<file path="config.mk">
export PLATFORM = sky130hd
export DESIGN_NAME = seq_mul32
export DESIGN_NICKNAME = d
export VERILOG_FILES = /design/src/rtl/seq_mul32.sv
export SDC_FILE = /design/constraint.sdc
export NUM_CORES = 1
export LEC_CHECK = 0
export BUFFER_PORTS_ARGS = -buffer_cell sky130_fd_sc_hd__buf_2
export CORE_MARGIN = 5
export CORE_UTILIZATION = 50
export DETAILED_ROUTE_END_ITERATION = 6
export PLACE_DENSITY_LB_ADDON = 0.2
export RECOVER_POWER = 50
export SYNTH_ARGS = -nofsm -noshare
export SYNTH_HDL_FRONTEND = slang
export SYNTH_SLANG_ARGS = --single-unit
</file>
<file path="constraint.sdc">
create_clock -name clk -period 4.13 [get_ports clk]
set_input_delay 0.6195 -clock clk [delete_from_list [all_inputs] [get_ports clk]]
set_output_delay 0.6195 -clock clk [all_outputs]
set_load 0.01 [all_outputs]
</file>
<file path="src/rtl/seq_mul32.sv">
// ---------------------------------------------------------------------------
// seq_mul32 -- 32x32 unsigned shift-and-add multiplier, one bit per clock.
//
// The 32-bit adder sits outside this block. It must be combinational, and
// this block uses its sum and carry-out in the same cycle.
//
// Ports
//   clk, rst_n            clock (rising edge), asynchronous active-low reset
//   in_valid / in_ready   operand handshake; mcand, mplier are captured on
//                         the edge where both are high (only in IDLE)
//   mcand, mplier         32-bit unsigned operands
//   out_valid / out_ready product handshake; product is held while waiting
//   product               64-bit result {P_hi, Q}
//   busy                  high while iterating (RUN)
//   add_a, add_b, add_cin operands to the external adder (add_cin always 0)
//   add_sum, add_cout     result from the external adder
//
// Handshakes: a transfer happens on a rising edge where valid && ready are
// both high. The producer keeps valid and data stable until that edge.
//
// Build option
//   SEQ_MUL_EARLY_TERM_EN  When defined, RUN ends as soon as the unconsumed
//                          multiplier bits are all zero. The partial
//                          {P_hi, Q} is then right-aligned, so the product
//                          matches the 32-iteration result. When it is not
//                          defined, every operation takes exactly 32
//                          iterations.
// ---------------------------------------------------------------------------
module seq_mul32 (
    input  logic        clk,
    input  logic        rst_n,
    input  logic        in_valid,
    output logic        in_ready,
    input  logic [31:0] mcand,
    input  logic [31:0] mplier,
    output logic        out_valid,
    input  logic        out_ready,
    output logic [63:0] product,
    output logic        busy,
    output logic [31:0] add_a,
    output logic [31:0] add_b,
    output logic        add_cin,
    input  logic [31:0] add_sum,
    input  logic        add_cout
);

    typedef enum logic [1:0] {
        IDLE = 2'd0,
        RUN  = 2'd1,
        DONE = 2'd2
    } state_t;

    state_t      state, state_n;
    logic [31:0] m;
    logic [31:0] q;
    logic [31:0] p_hi;
    logic [5:0]  cnt;
    logic [5:0]  cnt_n;
    logic [63:0] nxt;

    // Q shifts right by one bit each iteration. The low adder sum bit enters
    // at Q's top, and the adder carry becomes the top bit of P_hi.
    assign nxt   = {add_cout, add_sum, q[31:1]};
    assign cnt_n = cnt + 6'd1;

`ifdef SEQ_MUL_EARLY_TERM_EN
    logic        rem_zero;
    logic [63:0] nxt_aligned;
    // After this iteration, the multiplier bits not yet consumed are
    // q[31:cnt+1]. Seen through q[31:1], they are its low (31-cnt) bits.
    // When cnt == 31 the mask is empty, so rem_zero is always set then.
    assign rem_zero    = (({1'b0, q[31:1]} & (32'hFFFF_FFFF >> cnt_n)) == 32'd0);
    // Finishing early leaves the product (32-cnt_n) bits too far left.
    // When cnt_n == 32 the shift is zero.
    assign nxt_aligned = nxt >> (6'd32 - cnt_n);
`endif

    assign in_ready  = (state == IDLE);
    assign out_valid = (state == DONE);
    assign busy      = (state == RUN);
    assign product   = {p_hi, q};
    assign add_a     = p_hi;
    assign add_b     = q[0] ? m : 32'd0;
    assign add_cin   = 1'b0;

    always_ff @(posedge clk or negedge rst_n) begin
        if (!rst_n) state <= IDLE;
        else        state <= state_n;
    end

    always_comb begin
        state_n = state;
        case (state)
            IDLE: if (in_valid) state_n = RUN;
`ifdef SEQ_MUL_EARLY_TERM_EN
            RUN:  if (rem_zero) state_n = DONE;
`else
            RUN:  if (cnt == 6'd31) state_n = DONE;
`endif
            DONE: if (out_ready) state_n = IDLE;
            default: state_n = IDLE;
        endcase
    end

    always_ff @(posedge clk or negedge rst_n) begin
        if (!rst_n) begin
            m    <= 32'd0;
            q    <= 32'd0;
            p_hi <= 32'd0;
            cnt  <= 6'd0;
        end else if (state == IDLE) begin
            if (in_valid) begin
                m    <= mcand;
                q    <= mplier;
                p_hi <= 32'd0;
                cnt  <= 6'd0;
            end
        end else if (state == RUN) begin
`ifdef SEQ_MUL_EARLY_TERM_EN
            if (rem_zero) {p_hi, q} <= nxt_aligned;
            else          {p_hi, q} <= nxt;
`else
            {p_hi, q} <= nxt;
`endif
            cnt <= cnt_n;
        end
    end

endmodule

</file>
==> results of run 1 <==
## where the power goes
| part | internal [mW] | leakage (nW) | switching, mW | total [mW] |
|---|---|---|---|---|
| clock network | 0.376 | 0.113 | 0.338 | 0.714 |
| registers | 1.44 | 1.23 | 0.331 | 1.78 |
| logic | 0.777 | 1.52 | 0.840 | 1.62 |
| total | 2.60 | 2.87 | 1.51 | 4.11 |
## worst register-to-register path, delay by kind of cell, from the launching register on
family                 cells  cell delay, ns
AND/OR/NAND/NOR            1            0.10
flip-flops                 1            0.51
buffers and inverters      1            0.42
AO/OA/AOI/OAI              2            0.90
## cells in the mapped netlist, types with 6 or more instances
cell      instances
o21ai_1          61
and2_1           32
buf_4            40
buf_2            10
mux2_1           12
mux2_4           20
mux2i_1          33
clkbuf_1          6
dfrtp_1         104
nand2_1         103
o21ai_2           9
## per-layer routing
layer | part of all wire | vias to the layer above | wire length [um] | track usage
met2 | 0.49 | 141 | 5770 | 0.315
met1 | 0.41 | 1754 | 4800 | 0.242
met5 | 0 | - | 0 | 0
li1 | - | 1849 | - | -
met4 | 0.013 | 0 | 150 | 0.0579
met3 | 0.083 | 10 | 967 | 0.0470
## final cells by class
type	instances	area share
sequential	104	0.431
clock inverter	4	0.0126
inverter	3	0.00186
multi-input combinational	288	0.311
clock buffer	12	0.0257
tap	133	0.0275
timing repair buffer	238	0.190
## worst max path at each step
stage                         start  cells after the start  slack [ns]                 to
2_1_floorplan  state[1]$_DFFE_PN0P_                      3        2.56               busy
3_3_place_gp               in_valid                      5        1.99   q[1]$_DFFE_PN0P_
3_5_place_dp               in_valid                      5        1.96  q[31]$_DFFE_PN0P_
4_1_cts        state[0]$_DFFE_PN0P_                      3        1.71               busy
5_1_grt        state[0]$_DFFE_PN0P_                      3        1.23               busy
6_report       state[0]$_DFFE_PN0P_                      3        1.38               busy
## cell families (layout without fill, tap and decap cells)
group / count (synthesis) / after routing / share of synthesized area
multiplexers: 65 / 65 / 0.155
adder cells (fa/ha/maj): 1 / 1 / 0.00253
buffers and inverters: 64 / 257 / 0.0935
other: 1 / 1 / 0.000759
flip-flops: 104 / 104 / 0.527
AO/OA/AOI/OAI: 74 / 74 / 0.0839
AND/OR/NAND/NOR: 146 / 146 / 0.136
XOR/XNOR: 1 / 1 / 0.00177
## flip-flops by register name, indices dropped and copies added (netlist names)
register / flops
add_a: 32
state: 2
m: 32
q: 32
cnt: 6
## stage by stage
step	cells	worst slack (ns)	cell area, um^2	total power [mW]
after global routing	782	1.23	6040	4.40
after global placement	766	1.99	5870	3.42
after detailed placement	766	1.96	5870	3.48
final	782	1.38	6040	4.11
after floorplan	456	2.56	4940	2.90
after CTS	782	1.71	6100	4.20
==> impl_results.md, run 1 <==
* Outcome: finished clean
* Worst-path cell chain: nand2b_1 > inv_1 > buf_2
* Minimum clock period at 2.75 ns
* Fraction of registers with async set/reset at 1.00
* Worst R2R Setup Slack at 2.14 ns
* First-pass GRT wire length at approximately 18 mm
* Hold Crit Start: add_sum[22]
* Number of synthesized flops with an enable pin at 0
* Cts repair resizes at 0
* Hold worst-path end: add_a[21]$_DFFE_PN0P_
* Hold path cells at 3
* Most frequent cells in the layout: buf_2 (185), dfrtp_1 (104), nand2_1 (103)
* FF+latch count, synth at 104
* Drt wl/cell at 15.0 um
* Via count at 3754
* Largest net degree at the start of global routing at 49
* Slew Limit Fails at 0
* DP Wirelength at between 8 and 9 mm
* Rel. slew slack at 0.147
* Starting density of the core at 0.510
* Most area-consuming cells after synthesis: dfrtp_1 (53%), nand2_1 (7.8%), mux2i_1 (6.7%), o21ai_1 (6.2%), buf_4 (6.1%)
* Drt first pass iters at 4
* Worst slew pin tran at roughly 1.3 ns
* # nets final at between 700 and 800
* Most common cell after layout, fill and taps aside: buf_2
* Fillers at 853
* Startpoint type of the worst setup path: register
* Worst Path Max Fanout at 37
* Post-Syn Instances at 456
* Worst R2R Path Depth at 4
* Unrepaired setup endpoints after global routing: false
* Max IR drop VDD at approximately 0.32 mV
* Sequential Area at 2600 um^2
* Post-DRT Antenna Nets at 0
* Via-per-instance ratio at 4.80
* Final setup TNS at 0 ns
* Period utilisation layout at 0.667
* Syn Area/Cell at 10.8 um^2
* Reg2Reg Launch Point: state[0]$_DFFE_PN0P_
* Root buf cell: clkbuf_8
* DRC at 0
* Synthesis-to-finish area growth at 22.3%
* Layout cell share with drive strength beyond 1 at 0.368
* Fmax at approximately 360 MHz
* CTS buffer count at 9
* Core Rows at 36
* Mapped Nets at 558
* Final hold slack at ~0.46 ns
* Min-delay worst type: input pin to register
* Final Hold Fails at 0
* Crit path buffers/inverters at 2
* CP delay by family, top: buffers and inverters
* Placer Congestion at roughly 0.8
* Req. time, crit path at ~3.5 ns
* Clk buf depth at 2
* Mapped cell area at 4940 um^2
* Initial DRC count at 149
* Cts hold-fix bufs at 0
* Core area at 9680 um^2
* Setup bufs post-CTS at 0
* Multi-input combinational cell area at 1880 um^2
* Top-area cell type share of the netlist area at 0.527
* Vias in the first global route at 3650
* DIE WIDTH at 109 um
* Final core utilization at 0.624
* TritonCTS clock tree: built
* PD cells at 680 nW/um^2
* Crit path largest cell delay at 0.82 ns
* Die Ht at 109 um
* Worst path slowest cell: inv_1
* Netlist cell types at 30
* Clock-pin slew on the worst setup and hold paths at 0.10 ns
* Synth Flop Type: dfrtp_1
* Worst-Skew Late Latency at about 0.36 ns
* Yosys warnings at 0
* Die area at 12000 um^2
* ANT cells at 0
* Register area share after synthesis at 0.527
* Worst setup EP type: output pin
* Htree depth at 3
* Leakage at 2.87 nW
* Worst flop-to-flop path endpoint: q[31]$_DFFE_PN0P_
* Maxcap violations at 0
* Clock skew at 0.0153 ns
* I/O pins at 233
* Final setup vio count at 0
* CTS sink count at approximately 100
* Port bufs at 231
* Worst EP arrival at 2.13 ns
* Grt total ovfl at 0
* Total Wirelength at 11.7 mm
* GRT Util Overall at 0.188
* Yosys top cell by area: dfrtp_1
* Antenna violations before repair at 0
* Crit Path Category: register to output pin
Note: power is estimated with default switching activity, not from simulation.
==> run 2, diff against run 1 <==
Settings changed: CORE_UTILIZATION 50 to 42.
Clock period 4.13 ns to 2.28 ns, I/O delays scaled along.
==> run 2 against run 1 <==
  * Worst hold slack lost 0.25 ns
  * Count of clock-buffer cells in the layout rose by 2
  * Clock power is 100% higher
  * Cell count rose by 1.3%
  * Die area increased by 17%
  * Combinational power up 85%
  * Critical endpoint is now in_ready
  * Largest cell class unchanged
  * Highest routed layer is now met5
==> impl_results.md, run 2 (synthesis results as in run 1) <==
* Most common cell after layout, fill and taps aside: buf_2
* Core area at 11500 um^2 (+18%)
* Drt wl/cell at 15.0 um (+0.52%)
* DIE WIDTH at 118 um (+8.3%)
* Synthesis-to-finish area growth at 23.7%
* Port bufs at 231 (unchanged)
* CTS buffer count at 9 (unchanged)
* Worst-Skew Late Latency at 0.33 ns (-0.03 ns)
* Maxcap violations at 0 (unchanged)
* Unrepaired setup endpoints after global routing: false
* Period utilisation layout at 0.792
* Total Wirelength at 11.9 mm (+1.8%)
* Min-delay worst type: input pin to register
* Final hold slack at 0.211 ns (-0.246 ns)
* CP delay by family, top: flip-flops
* Layout cell share with drive strength beyond 1 at 0.297 (-0.0709)
* PD cells at 1240 nW/um^2 (+82%)
* First-pass GRT wire length at 19.5 mm (+9.6%)
* Startpoint type of the worst setup path: register
* # nets final at 748 (+0.27%)
* Leakage at 2.79 nW (-2.8%)
* Worst-path cell chain: nor2_4 > buf_2
* Max IR drop VDD at 0.595 mV (+88%)
* Root buf cell: clkbuf_16
* Outcome: finished clean
* Die area at 14000 um^2 (+17%)
* Core Rows at 39 (+8.3%)
* Crit. Startpoint: state[0]$_DFFE_PN0P_
* Fmax at 554 MHz
* ANT cells at 0 (unchanged)
* Most frequent cells in the layout: buf_2 (139), dfrtp_1 (104), nand2_1 (103)
* Placer Congestion at 0.772 (-3.1%)
* Worst setup EP type: output pin
* Inst Count DP at 777 (+1.4%)
* Req. time, crit path at 1.94 ns (-1.57 ns)
* TritonCTS clock tree: built
* Grt total ovfl at 0 (unchanged)
* Via-per-instance ratio at 4.80 (about the same)
* Crit path largest cell delay at 0.51 ns (-0.31 ns)
* Largest net degree at the start of global routing at 70 (+43%)
* CTS sink count at 104 (unchanged)
* Vias in the first global route at 3773 (+3.4%)
* GRT Util Overall at 0.168 (-0.0201)
* Hold Crit Start: add_sum[9]
* I/O pins at 233 (unchanged)
* Final setup TNS at 0 ns (unchanged)
* Post-DRT Antenna Nets at 0 (unchanged)
* Worst path slowest cell: dfrtp_1
* Final setup vio count at 0 (unchanged)
* Rel. slew slack at 0.441 (+0.294)
* Antenna violations before repair at 1 (+1)
* Crit Path Category: register to output pin
* Slew Limit Fails at 0 (unchanged)
* Crit path buffers/inverters at 1 (-1)
* Reg2Reg Launch Point: state[0]$_DFFE_PN0P_
* Switching portion of total power at 0.364 (-0.00350)
* Htree depth at 3 (unchanged)
* Clock skew at 0.00427 ns (-0.0110 ns)
* Via count at 3805 (+1.4%)
* Clk buf depth at 2 (unchanged)
* DRC at 0 (unchanged)
* Int Power at 4.82 mW (+86%)
* Minimum clock period at 1.81 ns
* Die Ht at 118 um (+8.3%)
* Clock-pin slew on the worst setup and hold paths at 0.06 ns (-0.04 ns)
* Clk pwr share at 0.188 (+0.014)
* Fin cells at 792 (+1.3%)
* Initial DRC count at 189 (+27%)
* Flop pwr share at 0.417 (-0.015)
* Worst Path Max Fanout at 10 (-73%)
* Starting density of the core at 0.431 (-0.0793)
* Comb pwr share at 0.395 (about the same)
* Tot Pwr at 7.58 mW (+85%)
* Switch Pwr at 2.76 mW (+83%)
* Final Hold Fails at 0 (unchanged)
* Setup bufs post-CTS at 0 (unchanged)
* Worst EP arrival at 1.46 ns (-0.67 ns)
* Worst slew pin tran at 0.839 ns (-0.442 ns)
* Drt first pass iters at 4 (unchanged)
* DP Wirelength at 8.72 mm (+1.9%)
-- run 2: power by group through the flow --
stage / Sequential (mW) / Clock [mW] / Combinational [mW]
floorplan: 3.27 / 0 / 1.97
global placement: 3.13 / 0 / 3.14
detailed placement: 3.17 / 0 / 3.21
CTS: 3.15 / 1.48 / 3.21
global route: 3.28 / 1.56 / 3.32
finish: 3.16 / 1.43 / 2.99
-- run 2: metrics by stage --
stage / util / setup slack [ns] / area, um^2
floorplan: - / 0.838 / 4940
global placement: 0.518 / 0.684 / 5940
detailed placement: 0.518 / 0.642 / 5940
CTS: 0.543 / 0.453 / 6230
global route: 0.533 / 0.387 / 6110
finish: 0.533 / 0.475 / 6110
-- run 2: area by class of cell --
class | instances | area, um^2
clock buffer | 14 | 274
fill | 1106 | 5360
inverter | 3 | 11.3
multi-input combinational | 288 | 1880
sequential | 104 | 2600
tap | 143 | 179
timing repair buffer | 240 | 1160
-- run 2: timing repair --
action | 4_1_cts | 5_1_grt
endpoints found under the hold margin | 31 | 0
resized for setup | 0 | 0
hold buffers | 1 | 0
-- run 2: worst reg2reg max path: stages (launching register included) --
cell,delay (ns)
dfrtp_1,0.51
nor3b_4,0.27
buf_12,0.36
mux2_1,0.40
-- run 2: per-layer routing --
layer	track usage	part of all wire	vias up
met5	0	0.0011	-
met3	0.0621	0.094	11
met1	0.206	0.41	1793
met2	0.279	0.49	148
met4	0.0510	0.011	2
li1	-	-	1851
-- run 2: path summary, 6_finish.rpt --
check	to	slack, ns	depth (start not counted)
setup / recovery	in_ready	0.47	2
hold / removal	add_a[8]$_DFFE_PN0P_	0.21	3
setup reg to reg	m[3]$_DFFE_PN0P_	0.62	3
hold reg to reg	m[2]$_DFFE_PN0P_	0.48	1
max in group asynchronous	add_a[18]$_DFFE_PN0P_	0.77	3
min in group asynchronous	q[26]$_DFFE_PN0P_	0.64	2
